File: src/rtl/fifo_arbiter_pkg.sv
// Shared definitions for the packet arbiter feeding the shared async_fifo.
// State encoding and width helpers used by RTL and readers alike.
package fifo_arbiter_pkg;

   typedef enum logic {
      IDLE = 1'b0,
      BUSY = 1'b1
   } arb_state_t;

   function automatic int idw_f(input int n);
      return ($clog2(n) < 1) ? 1 : $clog2(n);
   endfunction

   function automatic int cnt_w_f(input int max_len);
      return $clog2(max_len + 1);
   endfunction

endpackage

File: src/rtl/fifo_arbiter_rr_pick.sv
// Round-robin pick: first set request after the last grant, with wrap.
// Purely combinational.
module rr_pick #(
   parameter int N  = 4,
   parameter int IW = 2
) (
   input  logic [N-1:0]  req,
   input  logic [IW-1:0] last,
   output logic [IW-1:0] idx,
   output logic          any
);

   function automatic logic [IW-1:0] wrap_add(
      input logic [IW-1:0] base,
      input int            off
   );
      int s;
      s = int'(base) + off;
      if (s >= N) s = s - N;
      return IW'(s);
   endfunction

   // Walk from farthest to nearest so the nearest candidate wins.
   always_comb begin
      idx = last;
      any = 1'b0;
      for (int i = N; i >= 1; i--) begin
         if (req[wrap_add(last, i)]) begin
            idx = wrap_add(last, i);
            any = 1'b1;
         end
      end
   end

endmodule

File: src/rtl/fifo_arbiter.sv
// Packet-level round-robin arbiter writing NCH channels into one async_fifo.
// A grant is held for a whole packet; MAX_LEN forces release and flags an error.
module fifo_arbiter
   import fifo_arbiter_pkg::*;
#(
   parameter  int NCH     = 4,
   parameter  int WIDTH   = 8,
   parameter  int MAX_LEN = 32,
   localparam int IDW     = idw_f(NCH),
   localparam int CW      = cnt_w_f(MAX_LEN)
) (
   input  logic               clk,
   input  logic               rst_n,
   input  logic [NCH-1:0]     req_valid,
   input  logic [NCH-1:0]     req_last,
   input  logic [NCH*WIDTH-1:0] req_data,
   output logic [NCH-1:0]     req_ready,
   output logic               fifo_shift,
   output logic [WIDTH-1:0]   fifo_data,
   input  logic               fifo_full,
   output logic [IDW-1:0]     grant_id,
   output logic               busy,
   output logic               err_overlong
);

   arb_state_t     state_q, state_d;
   logic [IDW-1:0] grant_q, grant_d;
   logic [CW-1:0]  cnt_q, cnt_d;
   logic           err_q, err_d;

   logic [IDW-1:0] pick_idx;
   logic           pick_any;

   rr_pick #(
      .N  (NCH),
      .IW (IDW)
   ) u_pick (
      .req  (req_valid),
      .last (grant_q),
      .idx  (pick_idx),
      .any  (pick_any)
   );

   always_ff @(posedge clk) begin
      if (!rst_n) begin
         state_q <= IDLE;
         grant_q <= IDW'(NCH - 1);
         cnt_q   <= '0;
         err_q   <= 1'b0;
      end else begin
         state_q <= state_d;
         grant_q <= grant_d;
         cnt_q   <= cnt_d;
         err_q   <= err_d;
      end
   end

   // Handshake is gated by rst_n so a reset mid-packet writes nothing more.
   always_comb begin
      state_d    = state_q;
      grant_d    = grant_q;
      cnt_d      = cnt_q;
      err_d      = err_q;
      req_ready  = '0;
      fifo_shift = 1'b0;
      unique case (state_q)
         IDLE: begin
            if (pick_any) begin
               grant_d = pick_idx;
               cnt_d   = '0;
               state_d = BUSY;
            end
         end
         BUSY: begin
            req_ready[grant_q] = !fifo_full && rst_n;
            fifo_shift = req_valid[grant_q] && req_ready[grant_q];
            if (fifo_shift) begin
               cnt_d = cnt_q + CW'(1);
               if (req_last[grant_q]) begin
                  state_d = IDLE;
               end else if (cnt_q + CW'(1) == CW'(MAX_LEN)) begin
                  state_d = IDLE;
                  err_d   = 1'b1;
               end
            end
         end
         default: state_d = IDLE;
      endcase
   end

   assign fifo_data    = req_data[int'(grant_q)*WIDTH +: WIDTH];
   assign grant_id     = grant_q;
   assign busy         = (state_q == BUSY);
   assign err_overlong = err_q;

endmodule

File: config.mk
export PLATFORM = sky130hd
export DESIGN_NAME = fifo_arbiter
export DESIGN_NICKNAME = d
export VERILOG_FILES = /design/src/rtl/fifo_arbiter_pkg.sv /design/src/rtl/fifo_arbiter_rr_pick.sv /design/src/rtl/fifo_arbiter.sv
export SDC_FILE = /design/constraint.sdc
export NUM_CORES = 1
export LEC_CHECK = 0
export CORE_ASPECT_RATIO = 0.7
export CORE_UTILIZATION = 35
export DETAILED_ROUTE_END_ITERATION = 8
export GPL_ROUTABILITY_DRIVEN = 0
export PLACE_DENSITY_LB_ADDON = 0.15
export SYNTH_ARGS = -nofsm -noshare
export SYNTH_HDL_FRONTEND = slang
export SYNTH_HIERARCHICAL = 1
export SYNTH_SLANG_ARGS = --single-unit
File: constraint.sdc
create_clock -name clk -period 2.1 [get_ports clk]
set_input_delay 0.21 -clock clk [delete_from_list [all_inputs] [get_ports clk]]
set_output_delay 0.21 -clock clk [all_outputs]
set_load 0.02 [all_outputs]
==> flow_metrics.py, run 1 <==
metrics = {
    "logic_synthesis": {
        "synthesis.area_um2": 858,
        "yosys_most_used_dff": "dfxtp_1",
        "netlist_top_cells_area": "dfxtp_1 (23%), mux4_2 (16%), mux4_1 (12%)",
        "synth_nets": 134,
        "async_flop_share_pct": 0,
        "synth_edf_count": 0,
        "yosysSeqAreaShare_pct": 23.3,
        "ys_types": 35,
        "syn_inst": 90,
        "yosysTopAreaCell": "dfxtp_1",
        "ys_ff_latch": 10,
        "syn_area_per_cell_um2": 9.54,
        "synth_top_area_share_pct": 23.3,
        "ys_warn_count": 6,
    },
    "sta": {
        "hold_viol_final": 0,
        "relSlewSlack_pct": 82.1,
        "skew_ns": 0.000497,
        "setup_tns_ns": 0,
        "slew_violations": 0,
        "fin_crit_sh_pct": 95.3,
        "fin_crit_ns": 2.00,
        "setup_violations": 0,
        "worst_pin_slew_ns": 0.265,
        "rsz0062_at_grt": "false",
        "max_freq_mhz": 499,
    },
    "setup_path": {
        "cp.arrival_ns": 1.79,
        "path_max_fanout": 5,
        "cp-start-kind": "flop",
        "crit_family": "multiplexers",
        "path_buf_inv": 1,
        "end_kind": "primary output",
        "crit_type": "flop to primary output",
        "cp_slowest_cell": "mux4_1",
        "worstPathCellList": "mux4_1, clkdlybuf4s50_1",
        "cpPeakStageDelay_ns": 0.56,
        "required_ns": 1.89,
    },
    "clock_tree": {
        "htreeDepth": 1,
        "clock-sinks": 10,
        "insertion_delay_ns": 0.27,
        "cts_root_buf": "clkbuf_4",
        "clk_pin_slew_ns": 0.07,
        "cts_tree": "done",
        "numCtsBuffers": 3,
        "ctsLongestPathBuffers": 2,
        "cts_hold_buffers": 0,
    },
    "floorplan": {
        "start_util_pct": 38.6,
        "core_um2": 2220,
        "row_count": 14,
        "fp.dieH_um": 43.4,
        "die_x_um": 61.2,
        "die-area_um2": 2660,
        "io_pins": 60,
    },
    "drt": {
        "dr.pass1.iters": 4,
        "drt-initial-drc-count": 46,
        "wl_per_cell_um": 14.8,
        "drc": 0,
        "vias": 1048,
        "viasPerCell": 5.40,
        "wl_mm": 2.88,
        "postRouteAntennaNets": 0,
    },
    "global_route": {
        "grt_antenna_before_repair": 0,
        "first_global_vias": 990,
        "grt-ovfl-total": 0,
        "grt_usage_pct": 23.1,
        "grt_max_degree": 13,
        "grt_pass1_wl_mm": 4.49,
    },
    "final_layout": {
        "area_growth_pct": 87.8,
        "mostFrequentLayoutCell": "clkdlybuf4s50_1",
        "drive_gt1_share_pct": 16.0,
        "nets": 207,
        "diodes": 0,
        "layout_common_cells": "clkdlybuf4s50_1 (47), buf_4 (12), nand2_1 (10), dfxtp_1 (9), dlygate4sd2_1 (8)",
        "stdcell_count": 194,
    },
    "run_status": {
        "outcome": "completed",
    },
    "power_and_ir_drop": {
        "power_density_nw_per_um2": 446,
        "vdd.ir_drop.worst_mv": 0.376,
        "power_uw": 719,
        "p_leak_uw": 0.000750,
    },
    "placed_design": {
        "io_buffers": 59,
        "dp_hpwl_mm": 2.35,
        "placedCellCount": 190,
    },
    "run": {
        "max_cap_violations": 0,
    },
    "hold_path": {
        "hold_path.class": "flop to flop",
    },
}
## cells in the mapped netlist, types with 3 or more instances
cell      n
inv_1     5
mux4_1    4
mux4_2    6
nor2b_1   4
nand2_1  10
a21oi_1   7
nor2_1    3
dfxtp_1  10
nand3_1   4
mux2i_1   3
## path summary, 6_finish.rpt
kind / start / end / slack (ns) / cells after the start
worst min-delay path: err_overlong$_SDFFE_PN0P_ / err_overlong$_SDFFE_PN0P_ / 0.46 / 2
worst max register to register: grant_id[0]$_SDFFE_PN1P_ / busy$_SDFF_PN0_ / 0.47 / 4
worst max-delay path: grant_id[0]$_SDFFE_PN1P_ / fifo_data[1] / 0.1 / 2
worst min register to register: err_overlong$_SDFFE_PN0P_ / err_overlong$_SDFFE_PN0P_ / 0.46 / 2
## power by group
part,internal (uW),switching (uW)
clock network,105,73.5
registers,197,10.2
logic,200,133
## cells by family (layout without fill, tap and decap cells)
family / Yosys count / count (layout) / synth area share [%]
and+or+nand+nor: 37 / 37 / 23.8
AOI/OAI and AO/OA: 20 / 20 / 14.9
muxes: 13 / 13 / 31.5
DFF: 10 / 10 / 23.3
buffers and inverters: 9 / 81 / 5.10
adders and majority gates: 1 / 1 / 1.46
## worst register-to-register path, stage by stage (launching register included)
cell and delay (ns):
dfxtp_2 0.42, buf_4 0.17, mux4_1 0.59, a211o_1 0.25, a21oi_1 0.14
## per-stage QoR
| stage | util [%] | setup WS (ns) | area [um2] | hold WS (ns) |
|---|---|---|---|---|
| 6_report | 72.4 | 0.0979 | 1610 | 0.458 |
| 5_1_grt | 72.4 | 0.0319 | 1610 | 0.478 |
| 4_1_cts | 72.0 | 0.0535 | 1600 | 0.464 |
| 3_5_place_dp | 70.8 | 0.0204 | 1570 | 0.442 |
| 3_3_place_gp | 70.8 | 0.0413 | 1570 | 0.443 |
| 2_1_floorplan | - | 0.300 | 858 | 0.429 |
## cell type report
type	count	area (um2)
fill	176	613
sequential	10	201
inverter	5	18.8
timing repair buffer	72	701
multi-input combinational	71	614
tap	32	40.0
clock buffer	4	36.3
## flip-flops by register name, summed over array words and instances (netlist names)
signal        flops
cnt_q             6
grant_id          2
busy              1
err_overlong      1
## layer usage
| layer | vias to the layer above | global-route usage (%) | wire length (um) |
|---|---|---|---|
| li1 | 495 | - | - |
| met1 | 481 | 28.3 | 1140 |
| met2 | 68 | 38.3 | 1330 |
| met3 | 4 | 7.46 | 379 |
| met4 | 0 | 7.73 | 29 |
| met5 | - | 0 | 0 |
## what timing repair did
item                       CTS  global route
buffers inserted             0             0
gates resized for setup      9             4
setup endpoints to repair    9             4
Power figures use the tool's default switching activity.
==> inputs of run 2 (changes only) <==
--- a/config.mk
+++ b/config.mk
@@ -9,6 +9,7 @@
 export CORE_UTILIZATION = 35
 export DETAILED_ROUTE_END_ITERATION = 8
 export GPL_ROUTABILITY_DRIVEN = 0
+export HOLD_SLACK_MARGIN = 0.15
 export PLACE_DENSITY_LB_ADDON = 0.15
 export SYNTH_ARGS = -nofsm -noshare
 export SYNTH_HDL_FRONTEND = slang
==> results of run 2 <==
The final DEF is identical to that of run 1; final timing and power are the same.
==> inputs of run 3 (changes only) <==
--- a/config.mk
+++ b/config.mk
@@ -5,7 +5,8 @@
 export SDC_FILE = /design/constraint.sdc
 export NUM_CORES = 1
 export LEC_CHECK = 0
-export CORE_ASPECT_RATIO = 0.7
+export CORE_ASPECT_RATIO = 0.6
+export CORE_MARGIN = 1
 export CORE_UTILIZATION = 35
 export DETAILED_ROUTE_END_ITERATION = 8
 export GPL_ROUTABILITY_DRIVEN = 0
==> flow_metrics.py, run 3 (synthesis results as in run 1) <==
metrics = {
    "setup_path": {
        "path_max_fanout": 5,
        "end_kind": "primary output",
        "crit_type": "input pin to primary output",
        "crit_path_start": "rst_n",
        "cp-start-kind": "input pin",
        "worstPathCellList": "clkdlybuf4s50_1, and3b_1, buf_4, nand2_1, nor2_1, clkdlybuf4s50_1",
        "cp_slowest_cell": "clkdlybuf4s50_1",
        "cpPeakStageDelay_ns": 0.62,
        "cp.arrival_ns": 1.82,
        "r2r_start": "grant_id[0]$_SDFFE_PN1P_",
        "critPathMostFrequentCell": "clkdlybuf4s50_1",
        "required_ns": 1.89,
    },
    "global_route": {
        "grt_usage_pct": 21.4,
        "grt-ovfl-total": 0,
        "grt_antenna_before_repair": 0,
        "grt_pass1_wl_mm": 4.07,
        "first_global_vias": 900,
        "grt_max_degree": 13,
    },
    "final_layout": {
        "area_growth_pct": 87.0,
        "final_area_um2": 1610,
        "diodes": 0,
        "fill_cells": 173,
        "drive_gt1_share_pct": 14.9,
        "largest-register": "cnt_q",
        "nets": 207,
        "layout_common_cells": "clkdlybuf4s50_1 (50), buf_4 (12), nand2_1 (10), dfxtp_1 (10), dlygate4sd2_1 (8)",
        "stdcell_count": 191,
        "largest_reg_flops": 6,
        "mostFrequentLayoutCell": "clkdlybuf4s50_1",
    },
    "sta": {
        "setup_violations": 0,
        "worst_pin_slew_ns": 0.329,
        "max_freq_mhz": 492,
        "fin_crit_sh_pct": 96.8,
        "whs_ns": 0.452,
        "finalWorstSetupSlack_ns": 0.0664,
        "hold_viol_final": 0,
        "skew_ns": 0.00954,
        "relSlewSlack_pct": 78.0,
        "fin_crit_ns": 2.03,
        "slew_violations": 0,
    },
    "clock_tree": {
        "numCtsBuffers": 3,
        "cts_root_buf": "clkbuf_8",
        "cts_hold_buffers": 0,
        "clock-sinks": 10,
        "cts_tree": "done",
        "clk_pin_slew_ns": 0.04,
        "htreeDepth": 1,
        "cts_setup_buffers": 0,
        "insertion_delay_ns": 0.24,
        "ctsLongestPathBuffers": 2,
    },
    "floorplan": {
        "die_x_um": 65.9,
        "row_count": 13,
        "io_pins": 60,
        "core_um2": 2240,
        "die-area_um2": 2660,
        "start_util_pct": 38.2,
        "fp.dieH_um": 40.4,
    },
    "placed_design": {
        "dp_worst_setup_slack_ns": 0.00933,
        "placed_cell_area_um2": 1570,
        "placedCellCount": 188,
        "dp_hpwl_mm": 2.37,
        "io_buffers": 59,
    },
    "drt": {
        "drt-initial-drc-count": 42,
        "dr.pass1.iters": 4,
        "wl_mm": 3.00,
        "postRouteAntennaNets": 0,
        "wl_per_cell_um": 15.7,
        "drc": 0,
        "viasPerCell": 5.54,
        "vias": 1059,
    },
    "run": {
        "max_cap_violations": 0,
    },
    "power_and_ir_drop": {
        "power_density_nw_per_um2": 464,
        "p_leak_uw": 0.000687,
        "vdd.ir_drop.worst_mv": 0.427,
        "power_uw": 745,
    },
    "hold_path": {
        "min-delay-start": "err_overlong$_SDFFE_PN0P_",
        "hold_path.class": "flop to flop",
    },
    "run_status": {
        "outcome": "completed",
    },
}
-- run 3: worst paths after layout --
| path | to | slack [ns] | depth (start not counted) |
|---|---|---|---|
| worst max-delay path | req_ready[2] | 0.07 | 6 |
| worst max register to register | busy$_SDFF_PN0_ | 0.43 | 4 |
| worst min-delay path | err_overlong$_SDFFE_PN0P_ | 0.45 | 2 |
| worst min register to register | err_overlong$_SDFFE_PN0P_ | 0.45 | 2 |
-- run 3: what timing repair did --
action | 4_1_cts | 5_1_grt
hold endpoints to repair | 0 | 0
endpoints found under the setup margin | 8 | 1
gates resized for setup | 8 | 1
-- run 3: cell type report --
cell class	count	area [um2]	area share [%]
flip-flops and latches	10	200	12.5
clock buffers	3	41.3	2.57
multi-input cells	71	614	38.3
inverters	5	18.8	1.17
well taps	30	37.5	2.34
repair buffers	72	693	43.2
-- run 3: metrics by stage --
step                      setup TNS [ns]  util (%)
final                                  0      71.5
after detailed placement               0      70.0
after floorplan                        0         -
after CTS                              0      71.4
after global placement                 0      70.0
after global routing             -0.0125      71.5
-- run 3: routing by layer --
metal  GRT usage [%]  up-vias  part of all wire, %
met2            39.3       66                   49
li1                -      494                    -
met1            23.4      493                   39
met5               0        -                    0
met4            7.45        0                 0.70
met3            8.52        6                   11
-- run 3: critical path: cells and delay by family --
kind,cells,cell delay (ns)
AND/OR/NAND/NOR,3,0.36
buffers and inverters,3,1.26
-- run 3: power by group --
group	internal (uW)	total, uW	switching [uW]
combinational	200	335	136
sequential	197	207	9.40
clock	126	202	76.7
